`src/rtl/pipe_pkg.sv`:
```
// Shared types and constants for the hxd32 fetch-front-end PC sequencer.
package pipe_pkg;

  typedef enum logic [1:0] {
    BOOT = 2'd0,
    REQ  = 2'd1,
    HOLD = 2'd2
  } pcu_state_t;

  localparam int          PCU_XLEN     = 32;
  localparam logic [31:0] PC_RESET_VEC = 32'h0000_0000;
  localparam int unsigned PC_ILEN      = 4;

endpackage

```
`src/rtl/pipe_pcu_if.sv`:
```
// Fetch-side bundle of the PC sequencer: hazard/redirect inputs, imem handshake, IF-stage PC output.
interface pipe_pcu_if
  import pipe_pkg::*;
#(
  parameter int XLEN = PCU_XLEN
);

  logic            stall_i;
  logic            br_valid_i;
  logic [XLEN-1:0] br_target_i;
  logic            trap_valid_i;
  logic [XLEN-1:0] trap_vec_i;
  logic            imem_req_o;
  logic [XLEN-1:0] imem_addr_o;
  logic            imem_ack_i;
  logic            pc_valid_o;
  logic [XLEN-1:0] pc_data_o;
  logic            misalign_o;

  modport master (
    input  stall_i, br_valid_i, br_target_i, trap_valid_i, trap_vec_i, imem_ack_i,
    output imem_req_o, imem_addr_o, pc_valid_o, pc_data_o, misalign_o
  );

  modport slave (
    output stall_i, br_valid_i, br_target_i, trap_valid_i, trap_vec_i, imem_ack_i,
    input  imem_req_o, imem_addr_o, pc_valid_o, pc_data_o, misalign_o
  );

endinterface

```
`src/rtl/pipe_pcu_redir.sv`:
```
// Redirect arbiter: trap beats branch; parks the target in pend_q and marks the in-flight fetch killed.
// Latency: redir_vld/redir_tgt combinational, pend_q/kill_q/misalign registered (1 cycle).
// Backpressure: none; a later redirect before the ack simply overwrites pend_q.
module pipe_pcu_redir #(
  parameter int XLEN = 32
) (
  input  logic            clk_i,
  input  logic            rst_i,
  input  logic            br_valid,
  input  logic [XLEN-1:0] br_target,
  input  logic            trap_valid,
  input  logic [XLEN-1:0] trap_vec,
  input  logic            fetch_busy,
  input  logic            fetch_done,
  output logic            redir_vld,
  output logic [XLEN-1:0] redir_tgt,
  output logic            kill_q,
  output logic [XLEN-1:0] pend_q,
  output logic            misalign
);

  logic [XLEN-1:0] raw_tgt;

  assign redir_vld = trap_valid | br_valid;
  assign raw_tgt   = trap_valid ? trap_vec : br_target;

`ifdef PIPE_PCU_ALIGN_CHK_EN
  logic misalign_q;

  assign redir_tgt = {raw_tgt[XLEN-1:2], 2'b00};
  assign misalign  = misalign_q;

  always_ff @(posedge clk_i) begin
    if (rst_i) misalign_q <= 1'b0;
    else       misalign_q <= redir_vld && (raw_tgt[1:0] != 2'b00);
  end
`else
  assign redir_tgt = raw_tgt;
  assign misalign  = 1'b0;
`endif

  always_ff @(posedge clk_i) begin
    if (rst_i) begin
      kill_q <= 1'b0;
      pend_q <= '0;
    end else if (fetch_done) begin
      kill_q <= 1'b0;
    end else if (fetch_busy && redir_vld) begin
      kill_q <= 1'b1;
      pend_q <= redir_tgt;
    end
  end

endmodule

```
`src/rtl/pipe_pcu.sv`:
```
// PC sequencer: single-outstanding imem fetch, redirect arbitration, IF-stage PC delivery. Optional PIPE_PCU_ALIGN_CHK_EN.
// Latency: ack at N -> pc_valid_o at N+1; redirect -> request to target at N+1 (or ack+1 if in flight).
// Backpressure: stall_i parks the FSM in HOLD, holding pc_valid_o/pc_data_o and withholding imem_req_o.
module pipe_pcu
  import pipe_pkg::*;
#(
  parameter int              XLEN      = PCU_XLEN,
  parameter logic [XLEN-1:0] RESET_VEC = XLEN'(PC_RESET_VEC),
  parameter int unsigned     ILEN      = PC_ILEN
) (
  input logic        clk_i,
  input logic        rst_i,
  pipe_pcu_if.master bus
);

  pcu_state_t      state_q, state_d;
  logic [XLEN-1:0] pc_q, pc_d;
  logic [XLEN-1:0] dat_q, dat_d;
  logic            vld_q, vld_d;

  logic            redir_vld;
  logic [XLEN-1:0] redir_tgt;
  logic            kill_q;
  logic [XLEN-1:0] pend_q;
  logic            misalign;
  logic            fetch_busy;
  logic            fetch_done;

  assign fetch_busy = (state_q == REQ) && !bus.imem_ack_i;
  assign fetch_done = (state_q == REQ) &&  bus.imem_ack_i;

  pipe_pcu_redir #(.XLEN(XLEN)) u_redir (
    .clk_i      (clk_i),
    .rst_i      (rst_i),
    .br_valid   (bus.br_valid_i),
    .br_target  (bus.br_target_i),
    .trap_valid (bus.trap_valid_i),
    .trap_vec   (bus.trap_vec_i),
    .fetch_busy (fetch_busy),
    .fetch_done (fetch_done),
    .redir_vld  (redir_vld),
    .redir_tgt  (redir_tgt),
    .kill_q     (kill_q),
    .pend_q     (pend_q),
    .misalign   (misalign)
  );

  always_ff @(posedge clk_i) begin
    if (rst_i) begin
      state_q <= BOOT;
      pc_q    <= RESET_VEC;
      vld_q   <= 1'b0;
      dat_q   <= '0;
    end else begin
      state_q <= state_d;
      pc_q    <= pc_d;
      vld_q   <= vld_d;
      dat_q   <= dat_d;
    end
  end

  always_comb begin
    state_d = state_q;
    pc_d    = pc_q;
    dat_d   = dat_q;
    // An undelivered PC survives only while IF is stalled and nothing redirects.
    vld_d   = (bus.stall_i && !redir_vld) ? vld_q : 1'b0;
    unique case (state_q)
      BOOT: begin
        state_d = REQ;
        if (redir_vld) pc_d = redir_tgt;
      end
      REQ: begin
        if (bus.imem_ack_i) begin
          if (kill_q || redir_vld) begin
            pc_d  = redir_vld ? redir_tgt : pend_q;
            vld_d = 1'b0;
          end else begin
            pc_d    = pc_q + XLEN'(ILEN);
            vld_d   = 1'b1;
            dat_d   = pc_q;
            state_d = bus.stall_i ? HOLD : REQ;
          end
        end
      end
      HOLD: begin
        if (redir_vld) begin
          pc_d    = redir_tgt;
          state_d = REQ;
        end else if (!bus.stall_i) begin
          state_d = REQ;
        end
      end
      default: state_d = BOOT;
    endcase
  end

  assign bus.imem_req_o  = (state_q == REQ);
  assign bus.imem_addr_o = (state_q == REQ) ? pc_q : '0;
  assign bus.pc_valid_o  = vld_q;
  assign bus.pc_data_o   = dat_q;
  assign bus.misalign_o  = misalign;

endmodule

```
`src/flat_wrapper.sv`:
```
// flat-port wrapper written by rule: the top's interface ports become plain ports
module pipe_pcu_flat import pipe_pkg::*;
#(
  parameter int              XLEN      = PCU_XLEN,
  parameter logic [XLEN-1:0] RESET_VEC = XLEN'(PC_RESET_VEC),
  parameter int unsigned     ILEN      = PC_ILEN
)
  (clk_i, rst_i, bus_stall_i, bus_br_valid_i, bus_br_target_i, bus_trap_valid_i, bus_trap_vec_i, bus_imem_ack_i, bus_imem_req_o, bus_imem_addr_o, bus_pc_valid_o, bus_pc_data_o, bus_misalign_o);
  pipe_pcu_if #(.XLEN(XLEN)) bus_i ();
  input logic clk_i;
  input logic rst_i;
  input wire logic [$bits(bus_i.stall_i)-1:0] bus_stall_i;
  input wire logic [$bits(bus_i.br_valid_i)-1:0] bus_br_valid_i;
  input wire logic [$bits(bus_i.br_target_i)-1:0] bus_br_target_i;
  input wire logic [$bits(bus_i.trap_valid_i)-1:0] bus_trap_valid_i;
  input wire logic [$bits(bus_i.trap_vec_i)-1:0] bus_trap_vec_i;
  input wire logic [$bits(bus_i.imem_ack_i)-1:0] bus_imem_ack_i;
  output wire logic [$bits(bus_i.imem_req_o)-1:0] bus_imem_req_o;
  output wire logic [$bits(bus_i.imem_addr_o)-1:0] bus_imem_addr_o;
  output wire logic [$bits(bus_i.pc_valid_o)-1:0] bus_pc_valid_o;
  output wire logic [$bits(bus_i.pc_data_o)-1:0] bus_pc_data_o;
  output wire logic [$bits(bus_i.misalign_o)-1:0] bus_misalign_o;
  assign bus_i.stall_i = bus_stall_i;
  assign bus_i.br_valid_i = bus_br_valid_i;
  assign bus_i.br_target_i = bus_br_target_i;
  assign bus_i.trap_valid_i = bus_trap_valid_i;
  assign bus_i.trap_vec_i = bus_trap_vec_i;
  assign bus_i.imem_ack_i = bus_imem_ack_i;
  assign bus_imem_req_o = bus_i.imem_req_o;
  assign bus_imem_addr_o = bus_i.imem_addr_o;
  assign bus_pc_valid_o = bus_i.pc_valid_o;
  assign bus_pc_data_o = bus_i.pc_data_o;
  assign bus_misalign_o = bus_i.misalign_o;
  pipe_pcu #(.XLEN(XLEN), .RESET_VEC(RESET_VEC), .ILEN(ILEN)) u_core (.clk_i(clk_i), .rst_i(rst_i), .bus(bus_i));
endmodule
```
`config.mk`:
```
export PLATFORM = sky130hd
export DESIGN_NAME = pipe_pcu_flat
export DESIGN_NICKNAME = d
export VERILOG_FILES = /design/src/rtl/pipe_pkg.sv /design/src/rtl/pipe_pcu_if.sv /design/src/rtl/pipe_pcu_redir.sv /design/src/rtl/pipe_pcu.sv /design/src/flat_wrapper.sv
export SDC_FILE = /design/constraint.sdc
export NUM_CORES = 1
export LEC_CHECK = 0
export BUFFER_PORTS_ARGS = -buffer_cell sky130_fd_sc_hd__buf_4
export CAP_MARGIN = 0
export CORE_UTILIZATION = 44
export DETAILED_ROUTE_END_ITERATION = 6
export GPL_ROUTABILITY_DRIVEN = 0
export PLACE_DENSITY = 0.65
export SYNTH_ARGS = -nofsm -noshare
export SYNTH_HDL_FRONTEND = slang
export SYNTH_HIERARCHICAL = 1
export SYNTH_SLANG_ARGS = --single-unit
```
`constraint.sdc`:
```
create_clock -name clk_i -period 3 [get_ports clk_i]
set_input_delay 0.3 -clock clk_i [delete_from_list [all_inputs] [get_ports clk_i]]
set_output_delay 0.3 -clock clk_i [all_outputs]
set_load 0.1 [all_outputs]
```
==> results of run 1 <==
[per-stage QoR]
step                setup WS (ns)  instance area, um^2
floorplan                 -0.0320                 5880
global route                0.493                 7220
global placement            0.771                 6900
finish                      0.668                 7220
CTS                         0.666                 7220
detailed placement          0.692                 6900
[cell usage in the layout, fill, tap and decap left out, types with 4 or more instances in the layout]
master     instances
buf_4            154
nand2_1          111
dfxtp_1          100
o221a_2            4
inv_1              9
o211ai_1           5
or3_1              6
o21ai_0           25
clkbuf_16          9
nand3_1           25
a21oi_1          106
nand2b_1           4
and2_1            29
o311ai_0           6
nor3_2            32
nor4_1             6
a221oi_1           6
nand4_1            5
nor2b_1            4
mux2_4            29
and3_1             6
nor3_1            43
a31oi_1            7
and4_1             5
nor2_1            20
[final timing paths]
path / to / startpoint / slack, ns / depth (start not counted)
min reg2reg: u_core/bus.pc_data_o[5] / u_core/bus.pc_data_o[5] / 0.46 / 2
max: u_core/pc_q[30] / u_core/pc_q[2] / 0.67 / 6
max reg2reg: u_core/pc_q[30] / u_core/pc_q[2] / 0.67 / 6
min: u_core/state_q[1] / bus_stall_i / 0.24 / 2
[cells by family (layout without fill, tap and decap cells)]
family	after synthesis	count (layout)	share of synthesized area
compound gates	192	192	0.201
xor+xnor	4	4	0.00596
fa+ha+maj	1	1	0.00213
buf+inv	80	180	0.0706
flops	100	100	0.340
mux	35	35	0.0849
other cells	1	1	0.000637
simple gates	314	314	0.295
[cell type report]
type                       instances  area share
sequential                       100       0.277
tap                              172      0.0298
timing repair buffer             155       0.163
clock buffer                      11      0.0336
inverter                           9     0.00468
clock inverter                     5      0.0104
multi-input combinational        547       0.481
[registers in the layout (all words and copies together), names as in the netlist]
signal / cells
u_core/bus.pc_data_o: 32
u_core/bus.pc_valid_o: 1
u_core/pc_q: 32
u_core/state_q: 2
u_core/u_redir/kill_q: 1
u_core/u_redir/pend_q: 32
[metal layers]
| metal | part of all wire | GRT usage |
|---|---|---|
| met1 | 0.47 | 0.357 |
| met5 | 0 | 0 |
| met3 | 0.082 | 0.0392 |
| met4 | 0.013 | 0.0641 |
| met2 | 0.44 | 0.346 |
[worst max-delay path, cell delays in order (launching register included)]
cell and delay, ns:
dfxtp_1 0.43, ha_1 0.24, and3_1 0.31, nand4_1 0.15
or4_1 0.53, or4_1 0.43, a31oi_1 0.16
[report_power, final]
part / switching [W] / internal, W
Combinational: 0.000517 / 0.000284
Sequential: 0.0000982 / 0.00140
Clock: 0.000492 / 0.000750
Total: 0.00111 / 0.00243
==> reports/metrics.cfg, run 1 <==
[yosys]
syn_area_um2 = 5880
synth_edf_count = 0
ys_ff_latch = 100
synth.most_common_cell = nand2_1
synth.top_cell.area_share = 0.340
yosysSeqAreaShare = 0.340
synth-main-ff-cell = dfxtp_1
ys_types = 70
netlist_top_cells_area = dfxtp_1, a21oi_1, mux2_4, nand2_1, nor3_2
yosysTopAreaCell = dfxtp_1
syn_avg_cell_area_um2 = 8.09
synth_nets = 798
yosysWarnings = 6
syn_inst = 727
synth_common_cells = nand2_1, a21oi_1, dfxtp_1
async_flop_share = 0

[clock_network]
numCtsBuffers = 9
cts_tree = yes
ctsHoldBuffers = 0
clk_latency_ns = 0.34
cts-resized-gates = 0
root_buffer = clkbuf_16
numClockSinks = 100
cts.htree.levels = 3
max-clock-path-buffers = 2
clk_pin_slew_ns = 0.07
cts_setup_buffers = 0

[routing]
drt_pass1_iterations = 5
initialDrtViolationCount = 611
wl_per_cell_um = 16.7
routed_wl_um = 16700
vias = 5785
route.detailed.drc = 0
postRouteAntennaNets = 0
via_per_inst = 5.79

[floorplanning]
start_util = 0.459
die_area_um2 = 13800
die_h_um = 118
num_rows = 41
fp.dieW_um = 118
ios = 137
core_area_um2 = 12800

[placed_design]
port_buffers = 135
hpwl_um = 11900
place_inst = 983

[finish]
final_util = 0.563
antenna_cells = 0
syn_to_final_growth_pct = 22.7
fin_cells = 999
drive_gt1_frac = 0.310
regArea_um2 = 2000
layout.nets = 893
multi_input_area_um2 = 3470
fill_cells = 1213

[grt]
antenna_found_initial = 0
grt_first_pass_wirelength_um = 26900
grt_max_degree = 77
grtUsageTotal = 0.238
grt_pass1_vias = 5126
grt_overflow = 0

[timing]
max_freq_mhz = 429
fin_crit_sh = 0.777
worst_pin_slew_ns = 0.817
fin_skew_ns = 0.00913
slew_viol_final = 0
max_slew_margin = 0.456
hold_slack_ns = 0.239
post-route-min-period_ns = 2.33
setup_tns_ns = 0
setup_viol = 0
rsz0062_at_grt = false
hold_viol = 0

[worst_setup_path]
cp_data_required_time_ns = 3.26
arrival_ns = 2.59
start_kind = flop
worstSetupEndpointType = flop
crit_type = reg2reg
path_max_fanout = 8

[power]
finalPower_w = 0.00354
p_leak_nw = 2.88
peakVddDrop_v = 0.000284
p_per_area_nw_per_um2 = 491

[status]
outcome = finished, final reports clean

[hold_path]
hold_class = in2reg

[job]
drv_cap = 0

No activity file was read; power rests on OpenSTA's default activity.
==> inputs of run 2 (changes only) <==
--- a/config.mk
+++ b/config.mk
@@ -10,7 +10,7 @@
 export CORE_UTILIZATION = 44
 export DETAILED_ROUTE_END_ITERATION = 6
 export GPL_ROUTABILITY_DRIVEN = 0
-export PLACE_DENSITY = 0.65
+export PLACE_DENSITY = 0.68
 export SYNTH_ARGS = -nofsm -noshare
 export SYNTH_HDL_FRONTEND = slang
 export SYNTH_HIERARCHICAL = 1
==> constraint.sdc (replaced) <==
create_clock -name clk_i -period 2.1 [get_ports clk_i]
set_input_delay 0.21 -clock clk_i [delete_from_list [all_inputs] [get_ports clk_i]]
set_output_delay 0.21 -clock clk_i [all_outputs]
set_load 0.1 [all_outputs]
==> reports/metrics.cfg, run 2 (synthesized netlist as in run 1, its figures left out) <==
[worst_setup_path]
worstSetupEndpointType = output port
worstSetupEndpoint = bus_imem_addr_o[14]
path_max_fanout = 30
cp_data_required_time_ns = 1.89
reg2regPathDepth = 5
crit_type = reg2out
arrival_ns = 1.80
timing.rr.start = u_core/pc_q[11]
crit_start = u_core/state_q[0]
r2r_slack_ns = 0.13
reg2reg_to = u_core/pc_q[30]
start_kind = flop

[routing]
vias = 5900
routed.top_layer = met4
postRouteAntennaNets = 0
wl_per_cell_um = 16.3
wl_met2_um = 7120
drt_pass1_iterations = 6
wirelength_met1_um = 8060
via_per_inst = 5.74
route.detailed.drc = 0
dr_wl_met3_um = 1220
routed_wl_um = 16700
initialDrtViolationCount = 697

[grt]
grt_max_degree = 56
grtUsageTotal = 0.243
antenna_found_initial = 0
grt_first_pass_wirelength_um = 27600
grt_pass1_vias = 5305
grt_overflow = 0

[power]
finalPower_w = 0.00496
p_per_area_nw_per_um2 = 662
peakVddDrop_v = 0.000382
p_leak_nw = 3.04

[finish]
final_common_cell = buf_4
multi_input_area_um2 = 3500
syn_to_final_growth_pct = 27.3
layout_common_cells = buf_4, nand2_1, a21oi_1, dfxtp_1, nor3_1
fill_cells = 1113
antenna_cells = 0
final_area_um2 = 7490
layout.nets = 922
drive_gt1_frac = 0.347
regArea_um2 = 2000
fin_cells = 1028

[timing]
worst_pin_slew_ns = 0.914
hold_viol = 0
max_freq_mhz = 498
slew_viol_final = 0
fin_crit_sh = 0.957
max_slew_margin = 0.389
post-route-min-period_ns = 2.01
setup_viol = 0
setup_slack_ns = 0.0909
rsz0062_at_grt = false
fin_skew_ns = 0.00502

[clock_network]
cts_setup_buffers = 0
numClockSinks = 100
numCtsBuffers = 9
clk_pin_slew_ns = 0.07
clk_latency_ns = 0.34
cts.htree.levels = 3
cts_tree = yes
root_buffer = clkbuf_16
max-clock-path-buffers = 2

[placed_design]
place_inst = 1012
port_buffers = 135
hpwl_um = 12300
placed_cell_area_um2 = 7200
dp_worst_setup_slack_ns = 0.0342

[status]
outcome = finished, final reports clean

[floorplanning]
num_rows = 41
start_util = 0.459
die_area_um2 = 13800
core_area_um2 = 12800
ios = 137
die_h_um = 118
fp.dieW_um = 118

[job]
drv_cap = 0

[hold_path]
min_path_cells = 2
hold_class = in2reg

[run 2: cell type report]
cell class,instances,share of cell area
multi-input cells,547,0.468
flip-flops and latches,100,0.268
repair buffers,184,0.193
clock buffers,15,0.0371
well taps,172,0.0287
inverters,9,0.00451
clock inverters,1,0.000668
[run 2: worst min-delay path by stage]
stage | start | end | slack (ns)
floorplan | bus_stall_i | u_core/state_q[1] | 0.36
global placement | u_core/bus.pc_data_o[18] | u_core/bus.pc_data_o[18] | 0.44
detailed placement | u_core/bus.pc_data_o[7] | u_core/bus.pc_data_o[7] | 0.45
CTS | bus_stall_i | u_core/state_q[1] | 0.10
global route | bus_stall_i | u_core/state_q[1] | 0.11
finish | bus_stall_i | u_core/state_q[1] | 0.11
[run 2: worst max-delay path, cell delays in order, from the launching register on]
cell and delay, ns:
dfxtp_2 0.43, inv_1 0.18, nor2_2 0.19, buf_12 0.18
and2_1 0.16, buf_4 0.29
[run 2: metal layers]
layer | global-route usage | up-vias
met4 | 0.0913 | 0
met1 | 0.374 | 2743
li1 | - | 2850
met5 | 0 | -
met3 | 0.0305 | 29
met2 | 0.337 | 278
[run 2: power by group]
group / switching (W) / internal (W) / total (W)
clock: 0.000694 / 0.000901 / 0.00160
combinational: 0.000794 / 0.000470 / 0.00126
sequential: 0.0000979 / 0.00200 / 0.00210
[run 2: timing repair]
item,in CTS,in global routing
endpoints found under the setup margin,29,2
hold buffers,0,0
pin swaps,0,0
endpoints found under the hold margin,0,0
resized for setup,1,3
[run 2: metrics by stage]
step | setup TNS, ns | hold slack (ns) | util
after floorplan | -2.53 | 0.358 | -
after global placement | 0 | 0.443 | 0.561
after detailed placement | 0 | 0.448 | 0.561
after CTS | 0 | 0.101 | 0.583
after global routing | 0 | 0.108 | 0.584
final | 0 | 0.106 | 0.584
